<file path="src/rtl/rr_grant_encoder_pkg.sv">
// Shared definitions for the round-robin grant encoder.
//   state_t : arbiter FSM encoding (IDLE, GRANT, GAP)
//   N       : number of requesters (matches the 3-to-8 decoder width)
//   IDXW    : width of a requester index, log2(N)
package rr_grant_encoder_pkg;

    localparam int N    = 8;
    localparam int IDXW = 3;

    typedef enum logic [1:0] {
        IDLE  = 2'd0,
        GRANT = 2'd1,
        GAP   = 2'd2
    } state_t;

endpackage

</file>
<file path="src/rtl/rr_grant_encoder_pick.sv">
// Combinational rotating priority encoder.
// Searches R starting at ptr and wrapping modulo N. It returns the first
// requesting index.
//   R   : request vector, R[i] requests index i
//   ptr : index with the highest priority for this search
//   idx : first requesting index at or after ptr (0 when none)
//   any : at least one request is set
module rr_pick
    import rr_grant_encoder_pkg::*;
(
    input  logic [0:N-1]     R,
    input  logic [IDXW-1:0]  ptr,
    output logic [IDXW-1:0]  idx,
    output logic             any
);

    logic [IDXW-1:0] cand;

    always_comb begin
        idx  = '0;
        any  = 1'b0;
        cand = '0;
        for (int i = 0; i < N; i++) begin
            // Index arithmetic is IDXW bits wide, so ptr+i wraps 7 -> 0.
            cand = ptr + IDXW'(i);
            if (!any && R[cand]) begin
                idx = cand;
                any = 1'b1;
            end
        end
    end

endmodule

</file>
<file path="src/rtl/rr_grant_encoder.sv">
// Round-robin arbiter that drives a 3-to-8 enable decoder.
// It grants one of the 8 requesters at a time. A grant ends when the
// holder asserts Done, when the holder withdraws its request, or when
// the grant has been held for MAX_HOLD cycles. A one-cycle GAP separates
// successive grants. All outputs come from registers.
//
// Handshake: a requester holds R[i] high until it sees En=1 with W=i. It
// keeps R[i] high for as long as it uses the grant. It ends the grant by
// pulsing Done, or by dropping R[i]. Done is sampled only in GRANT.
//
//   Clock     : rising-edge clock
//   Resetn    : synchronous active-low reset
//   R[0:N-1]  : request vector
//   Done      : holder releases the grant
//   W         : encoded index of the current or last grantee (decoder W)
//   En        : grant valid (decoder En)
//   Busy      : high in GRANT and GAP
//   Timeout   : one-cycle pulse after a forced release
//   dbg_state : current FSM state, for observation
module rr_grant_encoder
    import rr_grant_encoder_pkg::*;
#(
    parameter int MAX_HOLD = 16,
    parameter int CNTW     = 8
) (
    input  logic             Clock,
    input  logic             Resetn,
    input  logic [0:N-1]     R,
    input  logic             Done,
    output logic [IDXW-1:0]  W,
    output logic             En,
    output logic             Busy,
    output logic             Timeout,
    output state_t           dbg_state
);

    state_t           state, state_n;
    logic [IDXW-1:0]  ptr, ptr_n;
    logic [CNTW-1:0]  cnt, cnt_n;
    logic [IDXW-1:0]  w_n;
    logic             en_n, busy_n, timeout_n;
    logic [IDXW-1:0]  pick_idx;
    logic             pick_any;

    rr_pick u_pick (
        .R   (R),
        .ptr (ptr),
        .idx (pick_idx),
        .any (pick_any)
    );

    always_ff @(posedge Clock) begin
        if (!Resetn) begin
            state   <= IDLE;
            ptr     <= '0;
            cnt     <= '0;
            W       <= '0;
            En      <= 1'b0;
            Busy    <= 1'b0;
            Timeout <= 1'b0;
        end else begin
            state   <= state_n;
            ptr     <= ptr_n;
            cnt     <= cnt_n;
            W       <= w_n;
            En      <= en_n;
            Busy    <= busy_n;
            Timeout <= timeout_n;
        end
    end

    always_comb begin
        state_n   = state;
        ptr_n     = ptr;
        cnt_n     = cnt;
        w_n       = W;
        timeout_n = 1'b0;

        case (state)
            IDLE: begin
                if (pick_any) begin
                    state_n = GRANT;
                    w_n     = pick_idx;
                    cnt_n   = '0;
                end
            end
            GRANT: begin
                // A normal release has priority over the hold limit. If Done
                // arrives on the last allowed cycle, Timeout stays low.
                if (Done || !R[W]) begin
                    state_n = GAP;
                    ptr_n   = W + IDXW'(1);
                end else if (cnt == CNTW'(MAX_HOLD - 1)) begin
                    state_n   = GAP;
                    ptr_n     = W + IDXW'(1);
                    timeout_n = 1'b1;
                end else begin
                    cnt_n = cnt + CNTW'(1);
                end
            end
            GAP: begin
                state_n = IDLE;
            end
            default: begin
                state_n = IDLE;
            end
        endcase

        // W is not changed outside IDLE->GRANT, so it keeps the last
        // grantee while En is low.
        en_n   = (state_n == GRANT);
        busy_n = (state_n == GRANT) || (state_n == GAP);
    end

    assign dbg_state = state;

endmodule

</file>
<file path="config.mk">
export PLATFORM = sky130hd
export DESIGN_NAME = rr_grant_encoder
export DESIGN_NICKNAME = d
export VERILOG_FILES = /design/src/rtl/rr_grant_encoder_pkg.sv /design/src/rtl/rr_grant_encoder_pick.sv /design/src/rtl/rr_grant_encoder.sv
export SDC_FILE = /design/constraint.sdc
export NUM_CORES = 1
export LEC_CHECK = 0
export ABC_AREA = 1
export BUFFER_PORTS_ARGS = -buffer_cell sky130_fd_sc_hd__buf_2
export CAP_MARGIN = 20
export CORE_ASPECT_RATIO = 0.8
export CORE_MARGIN = 5
export CORE_UTILIZATION = 40
export DETAILED_ROUTE_END_ITERATION = 16
export SLEW_MARGIN = 10
export SYNTH_ARGS = -nofsm -noshare
export SYNTH_HDL_FRONTEND = slang
export SYNTH_SLANG_ARGS = --single-unit
</file>
<file path="constraint.sdc">
create_clock -name Clock -period 4.5 [get_ports Clock]
set_input_delay 0.225 -clock Clock [delete_from_list [all_inputs] [get_ports Clock]]
set_output_delay 0.225 -clock Clock [all_outputs]
set_load 0.005 [all_outputs]
</file>
==> qor.yml <==
worst_setup_path:
  crit_required_ps: 4690
  cp-start-kind: "flip-flop"
  crit_path_end_kind: "flip-flop"
  crit_start: "ptr[1]$_SDFFE_PN0P_"
  worstReg2RegStart: "ptr[1]$_SDFFE_PN0P_"
  cp.arrival_ps: 3250
  path_class: "reg2reg"
  critical_path.max_fanout: 9
  r2r_cells: 14
logic_synthesis:
  syn_avg_cell_area_um2: 6.58
  yosysTopAreaCell: "dfxtp_1"
  ys_seq_elements: 19
  ys_warn_count: 0
  synth-seq-area-share_pct: 21.7
  netlist_area_um2: 1760
  syn_nets: 283
  synth_cell_types: 35
  ys_top_cells_by_area: "dfxtp_1, nand2_1, nand3_1"
  synth_top_area_share_pct: 21.7
  syn-instance-count: 267
cells_and_area:
  layout-drive-gt1-share_pct: 17.2
  final_cell_mix: "nand2_1, nand3_1, nor2_1"
  final_common_cell: "nand2_1"
  layout.nets: 302
  n_antenna_cell: 0
  area_growth_pct: 9.83
  fillers: 465
drt:
  num_vias: 1789
  first_pass_iters: 4
  drt_wl_total_um: 4540
  wire_per_inst_um: 13.3
  final_antenna_net_count: 0
  remaining_drc_errors: 0
  vias_per_cell: 5.23
  drtIter0Drc: 144
run:
  maxCapViolations: 0
floorplan:
  start_util_pct: 41.8
  dieHeight_um: 69.3
  fp-row-count: 21
  die_area_um2: 5830
  coreArea_um2: 4200
  ios: 19
  die_x_um: 84.1
hold_path:
  whs_path_depth: 3
  hold_class: "in2reg"
  min_from: "Resetn"
grt:
  antenna_found_initial: 0
  grt_max_degree: 13
  grt_usage_pct: 16.2
  grt_pass1_wl_um: 7980
  gr-total-overflow: 0
  grt_pass1_vias: 1608
power:
  clkPwrFrac_pct: 10.2
  intPower_mw: 0.529
  swShare_pct: 56.1
  power.leakage_nw: 0.909
  combPwrFrac_pct: 67.8
  power_density_nw_per_um2: 625
  ir_drop_mv: 0.323
  switching_power_mw: 0.676
  p_seq_share_pct: 22.0
placed_design:
  dp_hpwl_um: 3670
  port-buffer-count: 18
  post-place-ws_ps: 1470
  routabilityCongestion: 0.935
sta:
  finClkSkew_ps: 2.02
  fin_crit_sh_pct: 68.0
  relSlewSlack_pct: 58.3
  slew_violations: 0
  setup_ws_ps: 1440
  fin_crit_ps: 3060
  hold_viol_final: 0
  setup_tns_ps: 0
  worstMarginPinSlew_ps: 624
  fmax_mhz: 327
  finalSetupViolations: 0
  rsz0062_at_grt: "false"
status:
  outcome: "finished, final reports clean"
clock_network:
  cts_setup_buffers: 0
  clk_latency_ps: 260
  path_clk_slew_ps: 70
  cts_num_sinks: 19
  tritoncts: "built"
  cts_buffer_depth: 2
  cts_resized: 0
  htreeDepth: 1
  cts_hold_buf: 0
  numCtsBuffers: 3
  root_buffer: "clkbuf_8"
==> through the flow <==
step | power, mW | utilization (%) | area [um2] | hold slack (ps) | std cells
floorplan | 0.917 | - | 1760 | 318 | 267
global placement | 1.08 | 44.7 | 1880 | 522 | 338
detailed placement | 1.08 | 44.7 | 1880 | 520 | 338
CTS | 1.21 | 45.9 | 1930 | 249 | 342
global route | 1.33 | 45.9 | 1930 | 275 | 342
finish | 1.21 | 45.9 | 1930 | 251 | 342
==> cells by family (layout without fill, tap and decap cells) <==
logic type | after synthesis | after routing | share of synthesized area, %
and+or+nand+nor | 176 | 176 | 51.9
adders and majority gates | 5 | 5 | 3.56
buffers and inverters | 34 | 52 | 8.76
AOI/OAI and AO/OA | 24 | 24 | 8.12
DFF | 19 | 19 | 21.7
xor gates and xnor gates | 9 | 9 | 5.98
==> final timing paths <==
path | endpoint | slack, ps
hold / removal | En$_SDFF_PN0_ | 250
setup reg to reg | Busy$_SDFF_PN0_ | 1440
setup / recovery | Busy$_SDFF_PN0_ | 1440
hold reg to reg | cnt[1]$_SDFFE_PN0P_ | 530
==> power groups by stage <==
stage                     clock network (mW)  logic [mW]  registers [mW]
after floorplan                            0       0.682           0.235
after global placement                     0       0.811           0.269
after detailed placement                   0       0.810           0.268
after CTS                              0.128       0.814           0.265
after global routing                   0.133       0.925           0.273
final                                  0.122       0.818           0.265
==> cells in the mapped netlist (all sizes together) <==
master and instances:
o21a 1, nand4 9, or2 1, xnor2 4
nor2 39, o22ai 1, buf 3, ha 5
xor2 5, clkinv 1, nor4 1, o211ai 1
nand2 69, o21bai 1, a211oi 1, a21oi 10
inv 29, nand3b 3, dfxtp 19, clkbuf 1
nand3 54, o21ai 9
==> state kept, by name, indices dropped and copies added, names as in the netlist <==
name	flops
Busy	1
dbg_state	2
ptr	3
W	3
Timeout	1
cnt	8
En	1
==> critical path, cell delays in order (launching register included) <==
cell and delay, ps:
dfxtp_1 600, clkinv_2 270, ha_1 430, inv_1 190, nand3_1 150, nand3_2 120
nand2_4 80, nor2_8 140, nand4_4 120, nor2_8 180, nand3_4 110, nand2_4 130
nand2_1 90, ha_1 300, nor2_1 90
==> routing by layer <==
metal	GRT usage [%]	vias up	share of wire [%]
li1	-	926	-
met1	26.2	805	54
met2	22.2	54	40
met5	0	-	0
met3	2.97	4	5.9
met4	1.61	0	0.77
==> area by class of cell <==
type | count | area [um2] | area share [%]
multi-input combinational | 214 | 1220 | 63.4
clock buffer | 3 | 41.3 | 2.14
clock inverter | 1 | 7.51 | 0.389
sequential | 19 | 380 | 19.7
timing repair buffer | 18 | 90.1 | 4.67
tap | 57 | 71.3 | 3.70
inverter | 30 | 116 | 6.03
(Power assumes the default switching activity.)
